[config.mk]
export PLATFORM = sky130hd
export DESIGN_NAME = uart_led_sequencer
export DESIGN_NICKNAME = d
export VERILOG_FILES = /design/src/rtl/uart_led_sequencer.sv
export SDC_FILE = /design/constraint.sdc
export NUM_CORES = 1
export LEC_CHECK = 0
export CELL_PAD_IN_SITES_DETAIL_PLACEMENT = 0
export CELL_PAD_IN_SITES_GLOBAL_PLACEMENT = 1
export CORE_MARGIN = 2
export CORE_UTILIZATION = 43
export DETAILED_ROUTE_END_ITERATION = 8
export PLACE_DENSITY_LB_ADDON = 0.15
export SYNTH_ARGS = -nofsm -noshare
export SYNTH_HDL_FRONTEND = slang
export SYNTH_SLANG_ARGS = --single-unit
[constraint.sdc]
create_clock -name clk -period 4.1 [get_ports clk]
set_input_delay 0.41 -clock clk [delete_from_list [all_inputs] [get_ports clk]]
set_output_delay 0.41 -clock clk [all_outputs]
set_load 0.005 [all_outputs]
[src/rtl/uart_led_sequencer.sv]
// ---------------------------------------------------------------------------
// uart_led_sequencer
//
// Turns one-byte commands from the UART receiver into 4-bit LED patterns.
// The patterns can be static, blinking or chasing. An internal prescaler
// times the animation. Each command is answered with an acknowledge byte,
// which is handed to the UART transmitter through a start/busy handshake.
//
// Command byte: opcode = RX_DATA[7:4], pattern = RX_DATA[3:0]
//   0x0N  static, LEDS_OUT = N
//   0x1N  blink,  LEDS_OUT alternates N / 0000 each tick, starting at N
//   0x2N  chase,  load N, then rotate left by one each tick
//   0x3x  clear,  static with LEDS_OUT = 0000
//   4..F  invalid: LEDs and mode are kept, ERR_CNT counts up (saturating)
//
// Handshake (TX side):
//   TX_START is a registered one-cycle request. It is raised only when the
//   ack slot is pending and TX_BUSY was low in the previous cycle. After each
//   request there is one guard cycle, so the transmitter has time to raise
//   TX_BUSY. TX_DATA is valid with TX_START and holds until the next request.
//   There is only one ack slot. A newer command overwrites a pending ack.
//
// Parameters:
//   TICK_DIV  clk cycles per animation tick (>= 2)
//   ACK_EN    1 = send acknowledge bytes, 0 = TX_START is never asserted
//
// Ports:
//   clk        system clock, rising edge
//   rst        synchronous active-high reset
//   RX_DATA    received command byte
//   RX_VALID   one-cycle strobe qualifying RX_DATA
//   TX_BUSY    transmitter busy
//   TX_DATA    acknowledge byte to transmitter
//   TX_START   one-cycle transmit request
//   LEDS_OUT   registered LED drive
//   MODE       00 static, 01 blink, 10 chase (mirrors the mode FSM state)
//   ERR_CNT    saturating count of invalid opcodes
//   ack_state  debug view of the ack FSM (00 idle, 01 pending, 10 sent)
// ---------------------------------------------------------------------------
module uart_led_sequencer #(
    parameter int TICK_DIV = 12_500_000,
    parameter bit ACK_EN   = 1'b1
) (
    input  logic       clk,
    input  logic       rst,
    input  logic [7:0] RX_DATA,
    input  logic       RX_VALID,
    input  logic       TX_BUSY,
    output logic [7:0] TX_DATA,
    output logic       TX_START,
    output logic [3:0] LEDS_OUT,
    output logic [1:0] MODE,
    output logic [7:0] ERR_CNT,
    output logic [1:0] ack_state
);

    localparam int CW = (TICK_DIV > 2) ? $clog2(TICK_DIV) : 1;
    localparam logic [CW-1:0] TICK_LAST = CW'(TICK_DIV - 1);

    localparam logic [7:0] ACK_OK  = 8'h41;  // 'A'
    localparam logic [7:0] ACK_ERR = 8'h45;  // 'E'

    typedef enum logic [1:0] {
        S_STATIC = 2'b00,
        S_BLINK  = 2'b01,
        S_CHASE  = 2'b10
    } mode_t;

    typedef enum logic [1:0] {
        A_IDLE = 2'b00,
        A_PEND = 2'b01,
        A_SENT = 2'b10
    } ack_t;

    // ------------------------------------------------------------------
    // Command decode
    // ------------------------------------------------------------------
    logic [3:0] opcode;
    logic [3:0] pat;
    logic       cmd;
    logic       op_valid;

    assign opcode   = RX_DATA[7:4];
    assign pat      = RX_DATA[3:0];
    assign cmd      = RX_VALID;
    assign op_valid = (opcode[3:2] == 2'b00);

    // ------------------------------------------------------------------
    // State
    // ------------------------------------------------------------------
    mode_t          mode_q, mode_d;
    ack_t           ack_q, ack_d;
    logic [CW-1:0]  cnt_q, cnt_d;
    logic           phase_q, phase_d;   // blink phase, 1 = pattern shown
    logic [3:0]     pat_q, pat_d;       // blink pattern
    logic [3:0]     leds_q, leds_d;
    logic [7:0]     err_q, err_d;
    logic [7:0]     slot_q, slot_d;     // single ack slot
    logic [7:0]     tx_data_q, tx_data_d;
    logic           tx_start_q, tx_start_d;
    logic           tick;

    // A tick that coincides with a command is discarded. The command
    // restarts the prescaler, and the tick does not take effect.
    assign tick = (cnt_q == TICK_LAST) && !cmd;

    // ------------------------------------------------------------------
    // Mode FSM: only commands change the mode
    // ------------------------------------------------------------------
    always_ff @(posedge clk) begin
        if (rst) begin
            mode_q <= S_STATIC;
        end else begin
            mode_q <= mode_d;
        end
    end

    always_comb begin
        mode_d = mode_q;
        if (cmd && op_valid) begin
            case (opcode[1:0])
                2'd0:    mode_d = S_STATIC;
                2'd1:    mode_d = S_BLINK;
                2'd2:    mode_d = S_CHASE;
                default: mode_d = S_STATIC;   // clear
            endcase
        end
    end

    // ------------------------------------------------------------------
    // Prescaler, LED pattern and error counter
    // ------------------------------------------------------------------
    always_comb begin
        cnt_d   = cnt_q;
        phase_d = phase_q;
        pat_d   = pat_q;
        leds_d  = leds_q;
        err_d   = err_q;

        if (cmd) begin
            // Every command restarts the timing. An invalid opcode also
            // restarts the timing, but the LEDs keep their current pattern.
            cnt_d   = '0;
            phase_d = 1'b1;
            if (op_valid) begin
                case (opcode[1:0])
                    2'd0: leds_d = pat;
                    2'd1: begin
                        pat_d  = pat;
                        leds_d = pat;
                    end
                    2'd2:    leds_d = pat;
                    default: leds_d = 4'b0000;
                endcase
            end else if (err_q != 8'hFF) begin
                err_d = err_q + 8'd1;
            end
        end else begin
            if (cnt_q == TICK_LAST) begin
                cnt_d = '0;
            end else begin
                cnt_d = cnt_q + CW'(1);
            end

            if (tick) begin
                case (mode_q)
                    S_BLINK: begin
                        phase_d = !phase_q;
                        leds_d  = phase_q ? 4'b0000 : pat_q;
                    end
                    S_CHASE: leds_d = {leds_q[2:0], leds_q[3]};
                    default: leds_d = leds_q;
                endcase
            end
        end
    end

    always_ff @(posedge clk) begin
        if (rst) begin
            cnt_q   <= '0;
            phase_q <= 1'b1;
            pat_q   <= 4'b0000;
            leds_q  <= 4'b0000;
            err_q   <= 8'h00;
        end else begin
            cnt_q   <= cnt_d;
            phase_q <= phase_d;
            pat_q   <= pat_d;
            leds_q  <= leds_d;
            err_q   <= err_d;
        end
    end

    // ------------------------------------------------------------------
    // Ack FSM
    // A new command always reloads the slot and returns the FSM to A_PEND.
    // If a command arrives in the same cycle that a pending ack could be
    // sent, the command wins. The older ack is replaced before it is sent.
    // ------------------------------------------------------------------
    always_ff @(posedge clk) begin
        if (rst) begin
            ack_q <= A_IDLE;
        end else begin
            ack_q <= ack_d;
        end
    end

    always_comb begin
        ack_d      = ack_q;
        slot_d     = slot_q;
        tx_start_d = 1'b0;
        tx_data_d  = tx_data_q;

        if (ACK_EN) begin
            if (cmd) begin
                slot_d = op_valid ? ACK_OK : ACK_ERR;
                ack_d  = A_PEND;
            end else begin
                case (ack_q)
                    A_PEND: begin
                        if (!TX_BUSY) begin
                            tx_start_d = 1'b1;
                            tx_data_d  = slot_q;
                            ack_d      = A_SENT;
                        end
                    end
                    A_SENT:  ack_d = A_IDLE;   // guard cycle
                    default: ack_d = A_IDLE;
                endcase
            end
        end else begin
            ack_d = A_IDLE;
        end
    end

    always_ff @(posedge clk) begin
        if (rst) begin
            slot_q     <= 8'h00;
            tx_start_q <= 1'b0;
            tx_data_q  <= 8'h00;
        end else begin
            slot_q     <= slot_d;
            tx_start_q <= tx_start_d;
            tx_data_q  <= tx_data_d;
        end
    end

    // ------------------------------------------------------------------
    // Outputs
    // ------------------------------------------------------------------
    assign LEDS_OUT  = leds_q;
    assign MODE      = mode_q;
    assign ERR_CNT   = err_q;
    assign TX_START  = tx_start_q;
    assign TX_DATA   = tx_data_q;
    assign ack_state = ack_q;

endmodule

==> results.py, run 1 <==
metrics = {
    "final_layout": {
        "finalNonFillerCells": 368,
        "syn_to_final_growth_pct": 17.4,
        "drive_above_1_share_pct": 7.09,
        "nets": 309,
        "insertedDiodeCount": 0,
    },
    "detailed_routing": {
        "wl_per_cell_um": 13.3,
        "initialDrtViolationCount": 108,
        "vias": 1919,
        "drt-met1-wl_mm": 2.31,
        "detailroute.wirelength.met2_mm": 2.31,
        "dr.pass1.iters": 4,
        "met3WireLength_um": 198,
        "totalWireLength_mm": 4.89,
        "drc": 0,
        "topRoutingLayerUsed": "met4",
        "via_per_inst": 5.21,
        "antenna_left": 0,
    },
    "timing": {
        "maxSlewHeadroom_pct": 41.0,
        "max_freq_mhz": 451,
        "grt_setup_unrepaired": "false",
        "skew_ns": 0.0117,
        "finalSetupViolCount": 0,
        "min_period_over_period_pct": 54.1,
        "tightest_slew_ns": 0.885,
        "hold_violations": 0,
        "slew_violations": 0,
        "final.setup.tns_ns": 0,
        "min_period_ns": 2.22,
    },
    "global_routing": {
        "antenna_found_initial": 0,
        "grt_pass1_vias": 1760,
        "grt_pass1_wl_mm": 8.31,
        "grt_overflow": 0,
        "grtUsageTotal_pct": 16.8,
        "grt_max_degree": 22,
    },
    "clocking": {
        "cts-root-buf": "clkbuf_8",
        "cts.sinks": 50,
        "cts_resized": 0,
        "clk_pin_slew_ns": 0.09,
        "cts_htree_levels": 2,
        "post_cts_buffers": 0,
        "holdBufCountCts": 0,
        "numCtsBuffers": 5,
        "clk_latency_ns": 0.30,
        "cts_tree": "built",
        "clk_path_buf_depth": 2,
    },
    "floorplan": {
        "start_util_pct": 43.9,
        "core_area_um2": 5440,
        "die_h_um": 78.5,
        "die_area_um2": 6170,
        "fp-row-count": 27,
        "die_w_um": 78.5,
        "ios": 37,
    },
    "synthesis": {
        "ys_ff_latch": 50,
        "syn_area_um2": 2390,
        "avgSynthCellArea_um2": 8.88,
        "yosys.area.top_type_share_pct": 41.9,
        "async_flop_share_pct": 0,
        "synth_ff_type": "dfxtp_1",
        "synth_cells": 269,
        "yosysUniqueCellTypes": 45,
        "synth_warnings": 0,
        "yosysSeqAreaShare_pct": 41.9,
        "ys_top_cells_by_area": "dfxtp_1 (42%), xor2_1 (5.5%), nor2_1 (5.3%), mux2i_1 (4.6%), a21oi_1 (3.8%)",
        "synth_edf_count": 0,
        "yosys.area.top_type": "dfxtp_1",
    },
    "hold_path": {
        "min_to": "TX_DATA[0]$_SDFFE_PP0P_",
        "hp-start": "slot_q[0]$_SDFFE_PP0P_",
        "hp-class": "flip-flop to flip-flop",
        "whs_path_depth": 2,
    },
    "power": {
        "pwr-share-comb_pct": 7.1,
        "p_per_area_nw_per_um2": 307,
        "vdd_drop_max_v": 0.000171,
        "power.total_mw": 0.861,
        "pwr-share-clk_pct": 34.9,
        "p_seq_share_pct": 58.0,
        "p_leak_nw": 0.954,
        "cell_internal_pwr_mw": 0.660,
        "p_sw_share_pct": 23.4,
        "switchingPower_mw": 0.201,
    },
    "placed_design": {
        "portBuffers": 31,
        "hpwl_mm": 3.44,
        "dp.cells": 360,
        "gp_congestion": 0.798,
    },
    "outcome": {
        "status": "finished, final reports clean",
    },
    "setup_path": {
        "reg2reg_to": "cnt_q[13]$_SDFF_PP0_",
        "path_class": "flip-flop to flip-flop",
        "reg2reg_slack_ns": 1.88,
        "r2r_cells": 5,
        "reg2reg_from": "cnt_q[0]$_SDFF_PP0_",
        "worst-path-max-fanout": 21,
        "cp.arrival_ns": 2.38,
        "endpoint_kind": "flip-flop",
        "cp-start-kind": "flip-flop",
        "cp.required_ns": 4.26,
    },
    "job": {
        "maxCapViolations": 0,
    },
}
stage by stage:
step	hold slack, ns	setup WS [ns]	util [%]	cell area (um2)
floorplan	0.425	2.39	-	2400
global placement	0.436	1.70	49.8	2710
detailed placement	0.444	1.66	49.8	2710
CTS	0.461	1.81	51.6	2800
global route	0.472	1.65	51.6	2800
finish	0.452	1.88	51.6	2800
cells by family (layout without fill, tap and decap cells):
group,count (synthesis),in the layout,share of synthesized area [%]
adders and majority gates,2,2,1.05
DFF,50,50,41.9
muxes,11,11,4.61
and+or+nand+nor,122,122,28.9
other,1,5,0.157
buffers and inverters,21,44,5.08
xor gates and xnor gates,19,19,6.97
AOI/OAI and AO/OA,43,43,11.4
power by group through the flow:
stage	registers, mW	clock network, mW	logic, mW
floorplan	0.510	0	0.0358
global placement	0.511	0	0.0625
detailed placement	0.511	0	0.0618
CTS	0.500	0.313	0.0621
global route	0.501	0.335	0.0687
finish	0.499	0.301	0.0611
registers in the layout (all words and copies together) (netlist names):
signal	count
TX_START	1
slot_q	2
pat_q	4
cnt_q	24
ERR_CNT	8
TX_DATA	2
MODE	2
ack_state	2
LEDS_OUT	4
phase_q	1
Yosys cell counts (5+ instances only):
cell / n
nand4_1: 10
or3_1: 5
o21ai_0: 7
o31ai_1: 6
xor2_1: 15
buf_4: 6
mux2i_1: 11
or3b_2: 5
nor2_1: 34
dfxtp_1: 50
or4_1: 7
nand2_1: 20
a21oi_1: 18
nand3_1: 10
routing by layer:
layer / up-vias / track usage (%)
met5: - / 0
met4: 0 / 5.26
met3: 8 / 3.68
met2: 35 / 27.7
met1: 870 / 21.9
li1: 1006 / -
worst max-delay path, stage by stage (launching register included):
cell and delay, ns:
dfxtp_1 0.38, ha_1 0.38, and4_1 0.26, nand4b_2 0.19
o21ai_2 0.74, nor2_1 0.12
final cells by class:
cell class	instances	area [um2]
Sequential cell	50	1000
Clock inverter	2	12.5
Tap cell	72	90.1
Inverter	4	15.0
Multi-Input combinational cell	202	1280
Fill cell	546	2640
Timing Repair Buffer	32	318
Clock buffer	6	82.6
worst max-delay path by stage:
stage,from,end,slack (ns),depth (start not counted)
3_5_place_dp,RX_VALID,LEDS_OUT[3]$_SDFFE_PP0P_,1.66,5
5_1_grt,cnt_q[0]$_SDFF_PP0_,cnt_q[13]$_SDFF_PP0_,1.65,5
3_3_place_gp,RX_VALID,LEDS_OUT[2]$_SDFFE_PP0P_,1.70,5
4_1_cts,cnt_q[0]$_SDFF_PP0_,cnt_q[13]$_SDFF_PP0_,1.81,5
2_1_floorplan,cnt_q[0]$_SDFF_PP0_,LEDS_OUT[0]$_SDFFE_PP0P_,2.39,6
6_report,cnt_q[0]$_SDFF_PP0_,cnt_q[13]$_SDFF_PP0_,1.88,5
placed cells by master, fill, tap and decap left out, types with 6 or more instances in the layout:
master	count
a21oi_1	18
clkbuf_8	6
clkdlybuf4s50_1	31
dfxtp_1	50
mux2i_1	11
nand2_1	20
nand3_1	10
nand4_1	10
nor2_1	34
o21ai_0	6
o31ai_1	6
or4_1	7
xor2_1	15
Note: power is estimated with default switching activity, not from simulation.
==> run 2: changes to the inputs <==
CORE_UTILIZATION = 36   (was 43)
clock period = 1.85 ns   (was 4.1 ns; I/O delays follow)
==> run 2 against run 1 <==
Net effect:
- highest routed layer unchanged
- critical path type unchanged
- combinational power grew to 2.6 times the previous value
- via count grew 5.2%
- count of clock-buffer cells in the layout grew 1
- critical endpoint is now phase_q$_SDFFE_PP1P_
- cell count grew 6.0%
- total power grew 120%
- sequential power grew 120%
- global-route usage shrank 2.6 points
==> results.py, run 2 (synthesis gave the netlist of run 1 again) <==
metrics = {
    "outcome": {
        "status": "finished, final reports clean",
    },
    "global_routing": {
        "grtUsageTotal_pct": 14.2,
        "grt_pass1_wl_mm": 8.60,
        "grt_pass1_vias": 1873,
        "antenna_found_initial": 0,
        "grt_max_degree": 30,
        "grt_overflow": 0,
    },
    "floorplan": {
        "die_h_um": 85.5,
        "start_util_pct": 37.4,
        "die_area_um2": 7300,
        "die_w_um": 85.5,
        "ios": 37,
        "core_area_um2": 6390,
        "fp-row-count": 29,
    },
    "power": {
        "p_per_area_nw_per_um2": 634,
        "power.total_mw": 1.86,
        "p_leak_nw": 1.04,
        "vdd_drop_max_v": 0.000320,
    },
    "placed_design": {
        "hpwl_mm": 3.63,
        "gp_congestion": 0.738,
        "portBuffers": 31,
        "dp.cells": 383,
    },
    "clocking": {
        "cts.sinks": 50,
        "cts_tree": "built",
        "cts_htree_levels": 2,
        "numCtsBuffers": 5,
        "clk_latency_ns": 0.29,
        "cts_resized": 0,
        "clk_path_buf_depth": 2,
        "clk_pin_slew_ns": 0.09,
        "cts-root-buf": "clkbuf_8",
        "post_cts_buffers": 0,
        "holdBufCountCts": 0,
    },
    "job": {
        "maxCapViolations": 0,
    },
    "setup_path": {
        "path_delay_family": "simple AND/OR/NAND/NOR gates",
        "worst-path-max-fanout": 4,
        "cp.required_ns": 2.08,
        "cp.buffers_inverters": 1,
        "path_class": "flip-flop to flip-flop",
        "cp_cell_sequence": "ha_1, and4_1, nand4b_2, buf_4, nor4b_1, mux2i_1",
        "cp.arrival_ns": 1.91,
        "endpoint_kind": "flip-flop",
        "cp-start-kind": "flip-flop",
        "crit_path_max_incr_delay_ns": 0.37,
        "crit_slowest_cell": "dfxtp_1",
    },
    "final_layout": {
        "seq_area_um2": 1000,
        "finalNonFillerCells": 390,
        "multi_input_area_um2": 1280,
        "top_register": "cnt_q",
        "nets": 327,
        "drive_above_1_share_pct": 11.2,
        "syn_to_final_growth_pct": 22.9,
        "final_cell_mix": "dfxtp_1 (50), nor2_1 (34), clkdlybuf4s50_1 (31), nand2_1 (20)",
        "largest_reg_flops": 24,
        "insertedDiodeCount": 0,
        "nFillCells": 628,
        "final_common_cell": "dfxtp_1",
    },
    "timing": {
        "grt_setup_unrepaired": "false",
        "finalSetupViolCount": 0,
        "min_period_over_period_pct": 91.1,
        "skew_ns": 0.00241,
        "max_freq_mhz": 594,
        "slew_violations": 0,
        "min_period_ns": 1.68,
        "hold_violations": 0,
    },
    "detailed_routing": {
        "totalWireLength_mm": 5.03,
        "antenna_left": 0,
        "drc": 0,
        "via_per_inst": 5.17,
        "initialDrtViolationCount": 44,
        "dr.pass1.iters": 4,
        "vias": 2018,
        "wl_per_cell_um": 12.9,
    },
    "hold_path": {
        "hp-class": "flip-flop to flip-flop",
    },
}
run 2: cell types whose count changed in the layout (fill, tap and decap cells not counted), sizes merged:
cell and change:
buf +18, clkbuf +1, clkinv -1, clkinvlp -1
run 2: worst reg2reg max path: stages, from the launching register on:
cell      delay (ns)
dfxtp_1         0.37
ha_1            0.18
and4_1          0.22
nand4b_2        0.14
buf_4           0.18
nor4b_1         0.32
mux2i_1         0.21
run 2: routing by layer:
| metal | track usage (%) | vias to the layer above | wire length [um] |
|---|---|---|---|
| li1 | - | 1044 | - |
| met1 | 18.5 | 943 | 2490 |
| met2 | 23.9 | 26 | 2380 |
| met3 | 2.92 | 5 | 112 |
| met4 | 3.90 | 0 | 47 |
| met5 | 0 | - | 0 |
run 2: per-stage QoR:
stage / hold slack (ns) / TNS [ns] / setup slack, ns / util (%) / area (um2)
floorplan: 0.329 / 0 / 0.139 / - / 2400
global placement: 0.442 / 0 / 0.0422 / 44.8 / 2860
detailed placement: 0.451 / -0.0631 / -0.0251 / 44.8 / 2860
CTS: 0.465 / 0 / 0.143 / 46.0 / 2940
global route: 0.491 / 0 / 0.0179 / 46.0 / 2940
finish: 0.461 / 0 / 0.165 / 46.0 / 2940
run 2: area by class of cell:
| type | instances | share of cell area (%) |
|---|---|---|
| timing repair buffer | 50 | 15.9 |
| sequential | 50 | 34.1 |
| multi-input combinational | 202 | 43.6 |
| tap | 77 | 3.28 |
| inverter | 4 | 0.512 |
| clock buffer | 7 | 2.60 |
run 2: report_power, final:
group	total [mW]	leakage [nW]	switching [mW]	internal [mW]
clock network	0.598	0.0383	0.337	0.261
logic	0.160	0.597	0.0734	0.0866
registers	1.10	0.405	0.0118	1.09
total	1.86	1.04	0.422	1.44
run 2: path summary, 6_finish.rpt:
path / start / endpoint / slack (ns) / cells after the start
min reg2reg: slot_q[0]$_SDFFE_PP0P_ / TX_DATA[0]$_SDFFE_PP0P_ / 0.46 / 2
min: slot_q[0]$_SDFFE_PP0P_ / TX_DATA[0]$_SDFFE_PP0P_ / 0.46 / 2
max: cnt_q[0]$_SDFF_PP0_ / phase_q$_SDFFE_PP1P_ / 0.17 / 6
max reg2reg: cnt_q[0]$_SDFF_PP0_ / phase_q$_SDFFE_PP1P_ / 0.17 / 6
==> run 3: changes to the inputs <==
ABC_AREA = 1   (was not set)
CORE_MARGIN = 8   (was 2)
CORE_UTILIZATION = 35   (was 36)
==> run 3 against run 2 <==
Net effect:
- sequential cell count is the same
- non-clock buffer count decreased by 8
- design area grew 4.2%
- clock skew is 0.0078 ns higher
- global-route usage fell by 2.3 points
- maximum frequency increased by 6.1%
- critical path type unchanged
==> results.py, run 3 <==
metrics = {
    "outcome": {
        "status": "finished, final reports clean",
    },
    "placed_design": {
        "postPlaceCellArea_um2": 2910,
        "portBuffers": 31,
        "dp.cells": 478,
        "hpwl_mm": 4.40,
        "dp_slack_ns": 0.105,
        "gp_congestion": 0.773,
    },
    "final_layout": {
        "finalNonFillerCells": 486,
        "syn_to_final_growth_pct": 24.1,
        "final_cell_mix": "nand2_1 (64), nor2_1 (51), dfxtp_1 (50), inv_1 (45), clkdlybuf4s50_1 (31)",
        "final_common_cell": "nand2_1",
        "largest_reg_flops": 24,
        "top_register": "cnt_q",
        "postLayoutCoreUtil_pct": 45.0,
        "nets": 403,
        "drive_above_1_share_pct": 8.46,
        "stdcell_area_um2": 3060,
        "insertedDiodeCount": 0,
    },
    "timing": {
        "finalSetupViolCount": 0,
        "hold_violations": 0,
        "slew_violations": 0,
        "min_period_over_period_pct": 85.8,
        "min_period_ns": 1.59,
        "setup_slack_ns": 0.263,
        "max_freq_mhz": 630,
        "grt_setup_unrepaired": "false",
        "skew_ns": 0.0102,
        "whs_ns": 0.456,
        "final.setup.tns_ns": 0,
    },
    "power": {
        "switchingPower_mw": 0.479,
        "p_seq_share_pct": 49.7,
        "pwr-share-clk_pct": 42.9,
        "vdd_drop_max_v": 0.000371,
        "p_sw_share_pct": 21.5,
        "p_leak_nw": 1.19,
        "p_per_area_nw_per_um2": 730,
        "pwr-share-comb_pct": 7.4,
        "power.total_mw": 2.23,
        "cell_internal_pwr_mw": 1.75,
    },
    "clocking": {
        "cts_tree": "built",
        "holdBufCountCts": 0,
        "clk_pin_slew_ns": 0.10,
        "cts-root-buf": "clkbuf_8",
        "cts.sinks": 50,
        "clk_latency_ns": 0.31,
        "cts_htree_levels": 2,
        "numCtsBuffers": 5,
        "clk_path_buf_depth": 2,
    },
    "detailed_routing": {
        "wl_per_cell_um": 11.8,
        "antenna_left": 0,
        "detailroute.wirelength.met2_mm": 2.51,
        "drt-met1-wl_mm": 2.85,
        "drc": 0,
        "initialDrtViolationCount": 80,
        "totalWireLength_mm": 5.72,
        "topRoutingLayerUsed": "met4",
        "via_per_inst": 4.49,
        "met3WireLength_um": 292,
        "vias": 2182,
        "dr.pass1.iters": 4,
    },
    "synthesis": {
        "ys_ff_latch": 50,
        "yosys.area.top_type": "dfxtp_1",
        "synthAdderAreaFrac_pct": 1.02,
        "synth_warnings": 0,
        "synth_edf_count": 0,
        "async_flop_share_pct": 0,
        "avgSynthCellArea_um2": 7.10,
        "syn_area_um2": 2460,
        "synth-simple-area-share_pct": 32.7,
        "muxShareOfSynthArea_pct": 0,
        "yosys.area.top_type_share_pct": 40.6,
        "synth_cells": 347,
        "synth_top_family_by_area": "simple AND/OR/NAND/NOR gates",
        "synth_common_cells": "nand2_1 (64), nor2_1 (51), dfxtp_1 (50), inv_1 (45), a21oi_1 (26)",
        "synthXorXnorAreaFrac_pct": 4.26,
        "synth_compound_area_share_pct": 11.0,
        "synth.most_common_cell": "nand2_1",
        "yosysUniqueCellTypes": 28,
        "ys_top_cells_by_area": "dfxtp_1 (41%), nand2_1 (9.7%), nor2_1 (7.8%), inv_1 (6.9%), a21oi_1 (5.3%)",
        "yosysSeqAreaShare_pct": 40.6,
        "synth_ff_type": "dfxtp_1",
    },
    "setup_path": {
        "crit_start": "cnt_q[1]$_SDFF_PP0_",
        "worstSetupEndpoint": "cnt_q[22]$_SDFF_PP0_",
        "reg2reg_from": "cnt_q[1]$_SDFF_PP0_",
        "cp.arrival_ns": 1.84,
        "r2r_cells": 10,
        "cp.required_ns": 2.10,
        "worst-path-max-fanout": 6,
        "reg2reg_to": "cnt_q[22]$_SDFF_PP0_",
        "path_class": "flip-flop to flip-flop",
        "cp-start-kind": "flip-flop",
        "reg2reg_slack_ns": 0.26,
        "endpoint_kind": "flip-flop",
    },
    "floorplan": {
        "fp-row-count": 30,
        "ios": 37,
        "die_area_um2": 9980,
        "die_w_um": 99.9,
        "core_area_um2": 6790,
        "die_h_um": 99.9,
        "start_util_pct": 36.3,
    },
    "global_routing": {
        "grtUsageTotal_pct": 11.9,
        "grt_overflow": 0,
        "grt_pass1_wl_mm": 9.78,
        "grt_max_degree": 24,
        "grt_pass1_vias": 2132,
        "antenna_found_initial": 0,
    },
    "hold_path": {
        "hp-start": "pat_q[0]$_SDFFE_PP0P_",
        "hp-class": "flip-flop to flip-flop",
    },
    "job": {
        "maxCapViolations": 0,
    },
}
## run 3: timing repair
action / 4_1_cts / 5_1_grt
resized for setup: 0 / 1
buffers inserted: 0 / 0
endpoints found under the setup margin: 0 / 1
hold endpoints to repair: 0 / 0
## run 3: routing by layer
metal	GRT usage, %	vias to the layer above
li1	-	1177
met1	15.1	965
met2	18.4	34
met3	3.88	6
met4	3.96	0
met5	0	-
## run 3: worst min-delay path by stage
stage                           endpoint  slack, ns  cells past startpoint
3_5_place_dp      slot_q[0]$_SDFFE_PP0P_       0.44                      2
3_3_place_gp       pat_q[3]$_SDFFE_PP0P_       0.44                      2
6_report           pat_q[0]$_SDFFE_PP0P_       0.46                      2
5_1_grt        ack_state[0]$_SDFFE_PP0P_       0.47                      3
2_1_floorplan    ERR_CNT[7]$_SDFFE_PP0P_       0.25                      1
4_1_cts           slot_q[0]$_SDFFE_PP0P_       0.46                      2
## run 3: kinds of logic after synthesis
group / after synthesis
compound gates: 53
xor+xnor: 12
fa+ha+maj: 2
buf+inv: 56
flops: 50
other cells: 1
simple gates: 173
## run 3: layout make-up
type,count,area (um2)
Clock buffer,6,82.6
Timing Repair Buffer,42,393
Fill cell,722,3740
Sequential cell,50,1000
Inverter,45,169
Tap cell,96,120
Clock inverter,2,60.1
Multi-Input combinational cell,245,1230
## run 3: worst max-delay path: stages, from the launching register on
cell     delay [ns]
dfxtp_1        0.36
ha_1           0.19
nand2_2        0.09
nor2_4         0.11
buf_4          0.15
nand2_1        0.11
nor2_4         0.17
nand4_1        0.14
nand2_1        0.09
nand3_1        0.06
nor2_1         0.07
## run 3: power by group through the flow
stage	clock [mW]	combinational (mW)	sequential [mW]
CTS	0.977	0.166	1.11
finish	0.958	0.165	1.11
floorplan	0	0.0888	1.13
global placement	0	0.165	1.13
detailed placement	0	0.165	1.13
global route	1.02	0.186	1.11
==> RTL change: new RTL, settings of run 3 <==
Make the reset (`rst`) asynchronous in 4 clocked blocks. Comments in the files are not updated.
--- a/src/rtl/uart_led_sequencer.sv
+++ b/src/rtl/uart_led_sequencer.sv
@@ -108,5 +108,5 @@
     // Mode FSM: only commands change the mode
     // ------------------------------------------------------------------
-    always_ff @(posedge clk) begin
+    always_ff @(posedge clk or posedge rst) begin
         if (rst) begin
             mode_q <= S_STATIC;
@@ -176,5 +176,5 @@
     end
 
-    always_ff @(posedge clk) begin
+    always_ff @(posedge clk or posedge rst) begin
         if (rst) begin
             cnt_q   <= '0;
@@ -198,5 +198,5 @@
     // sent, the command wins. The older ack is replaced before it is sent.
     // ------------------------------------------------------------------
-    always_ff @(posedge clk) begin
+    always_ff @(posedge clk or posedge rst) begin
         if (rst) begin
             ack_q <= A_IDLE;
@@ -234,5 +234,5 @@
     end
 
-    always_ff @(posedge clk) begin
+    always_ff @(posedge clk or posedge rst) begin
         if (rst) begin
             slot_q     <= 8'h00;
Behaviour: differs if rst is asserted again (counterexample within 4 cycles, from zero or initial values and one cycle with rst high); with rst held inactive, the same outputs for 10 cycles.
==> RTL change against run 3 <==
  * Critical path depth fell by 2
  * Sequential cell count did not move
  * Synthesized area rose by 10%
  * Die area rose by 8.6%
  * Routed wire length rose by 3.4%
  * Setup slack barely moved
  * Final area rose by 6.1%
  * Non-clock buffer count fell by 8
  * Count of clock-buffer cells in the layout did not move
  * Critical endpoint is now LEDS_OUT[1]
  * Highest routed layer unchanged
Power is not compared: it rests on default switching activity, and its combinational part moved more than twofold at a synthesized area within 25%.
==> RTL change: results (changes against run 3) <==
** Synthesis
- The count of cell types in the netlist was 30 (was 28).
- Fraction of the mapped netlist area in compound gates :: 4.65% (was 11.0%)
- The adder-cell share of the synthesized area is 0.921% (was 1.02%).
- Leading cell types by count after synthesis :: sky130_fd_sc_hd__nand2_1 (90), sky130_fd_sc_hd__nor2_1 (73), sky130_fd_sc_hd__dfrtp_1 (49), sky130_fd_sc_hd__inv_1 (49), sky130_fd_sc_hd__nand3_1 (19) (was sky130_fd_sc_hd__nand2_1 (64), sky130_fd_sc_hd__nor2_1 (51), sky130_fd_sc_hd__dfxtp_1 (50))
- Most used flip-flop cell after synthesis :: sky130_fd_sc_hd__dfrtp_1 (was sky130_fd_sc_hd__dfxtp_1)
- Ys async rst share :: 100% (was 0%)
- The xor-xnor portion of the synthesized cell area was 3.87% (was 4.26%).
- Dominant cells by area after synthesis: sky130_fd_sc_hd__dfrtp_1 (45%), sky130_fd_sc_hd__nand2_1 (12%), sky130_fd_sc_hd__nor2_1 (10%) (was sky130_fd_sc_hd__dfxtp_1 (41%), sky130_fd_sc_hd__nand2_1 (9.7%), sky130_fd_sc_hd__nor2_1 (7.8%)).

** Pwr
- The completed layout was analyzed and its total power is 0.00274 W.

** Finish
- The share of post-route cells with drive strength above 1 is 8.52% (was 8.46%).
- Number of nets at the end of the flow :: 412 (was 403)

** Placed design
- DP Area :: 0.00313 sq mm (was 0.00291 sq mm)
- The placer's final routability congestion estimate came to 0.745 (was 0.773).
- Detailed placement HPWL :: 4.51 mm (was 4.40 mm)

** Drt
- The routed length on met2 came to 2.79 mm (was 2.51 mm).
- Routed length on met1 :: 2.84 mm (was 2.85 mm)
- Per-cell routed wire length :: 11.8 um (about the same)

** Outcome
- Result of the run: finished, final reports clean (unchanged).

** Critical path
- The maximum fanout along the worst path came to 17 (was 6).
- Critical path arrival :: 1.79 ns (was 1.84 ns)
- Delay of the slowest cell on the worst path :: 0.40 ns (was 0.36 ns)

** Min path
- The type of the most critical hold path is in2async (was reg2reg).

** Global routing
- The via count of the first global-routing pass is 2311 (was 2132).
- The global-route wire length before repair was 10.6 mm (was 9.78 mm).
- The pin count of the biggest net entering global routing was 39 (was 24).
- Fraction of met2 tracks used by global routing :: 19.8% (was 18.4%)
- The fraction of met1 tracks used by global routing is 13.8% (was 15.1%).
- GRT met3 Usage :: 2.85% (was 3.88%)

** Clock tree
- The clock-pin slew of the registers on the worst-case setup and hold paths is 0.10 ns (about the same).
RTL change: cell types whose count changed after synthesis, moves of 12 or more:
cell,delta
sky130_fd_sc_hd__nor2_1,+22
sky130_fd_sc_hd__dfxtp_1,-50
sky130_fd_sc_hd__dfrtp_1,+49
sky130_fd_sc_hd__nand2_1,+26
sky130_fd_sc_hd__o21ai_0,-12
sky130_fd_sc_hd__a21oi_1,-21
RTL change: kinds of logic (layout without fill, tap and decap cells):
family,Yosys count,in the layout
compound gates,23,23
xor+xnor,12,12
fa+ha+maj,2,2
buf+inv,62,95
flops,50,50
other cells,1,5
simple gates,212,212
RTL change: final cells by class:
cell class                      count  share of cell area (%)
Sequential cell                    50                    38.6
Multi-Input combinational cell    254                    37.3
Timing Repair Buffer               34                    10.6
Inverter                           53                    6.13
Tap cell                          102                    3.93
Clock buffer                        6                    2.24
Clock inverter                      2                    1.16
RTL change: worst max-delay path, delay by kind of cell, from the launching register on:
family        cells  cell delay [ns]
flops             1             0.40
simple gates      7             0.85
fa+ha+maj         1             0.25
RTL change: stage by stage:
stage	utilization, %	instances	worst slack, ns	hold WS, ns
final	42.6	501	0.262	0.142
after global routing	42.6	501	0.0896	0.169
after CTS	42.6	501	0.232	0.154
after detailed placement	41.2	493	0.214	0.456
after global placement	41.2	493	0.262	0.443
after floorplan	-	366	0.465	0.332
RTL change: path summary, 6_finish.rpt:
path,cells past startpoint,endpoint,slack (ns),from
worst max-delay path,8,LEDS_OUT[1],0.26,cnt_q[0]
worst min-delay path,2,cnt_q[20],0.14,rst
worst max register to register,8,LEDS_OUT[1],0.26,cnt_q[0]
worst min register to register,2,slot_q[0],0.47,slot_q[0]
max in group asynchronous,3,phase_q,1.14,rst
min in group clk,2,slot_q[0],0.47,slot_q[0]
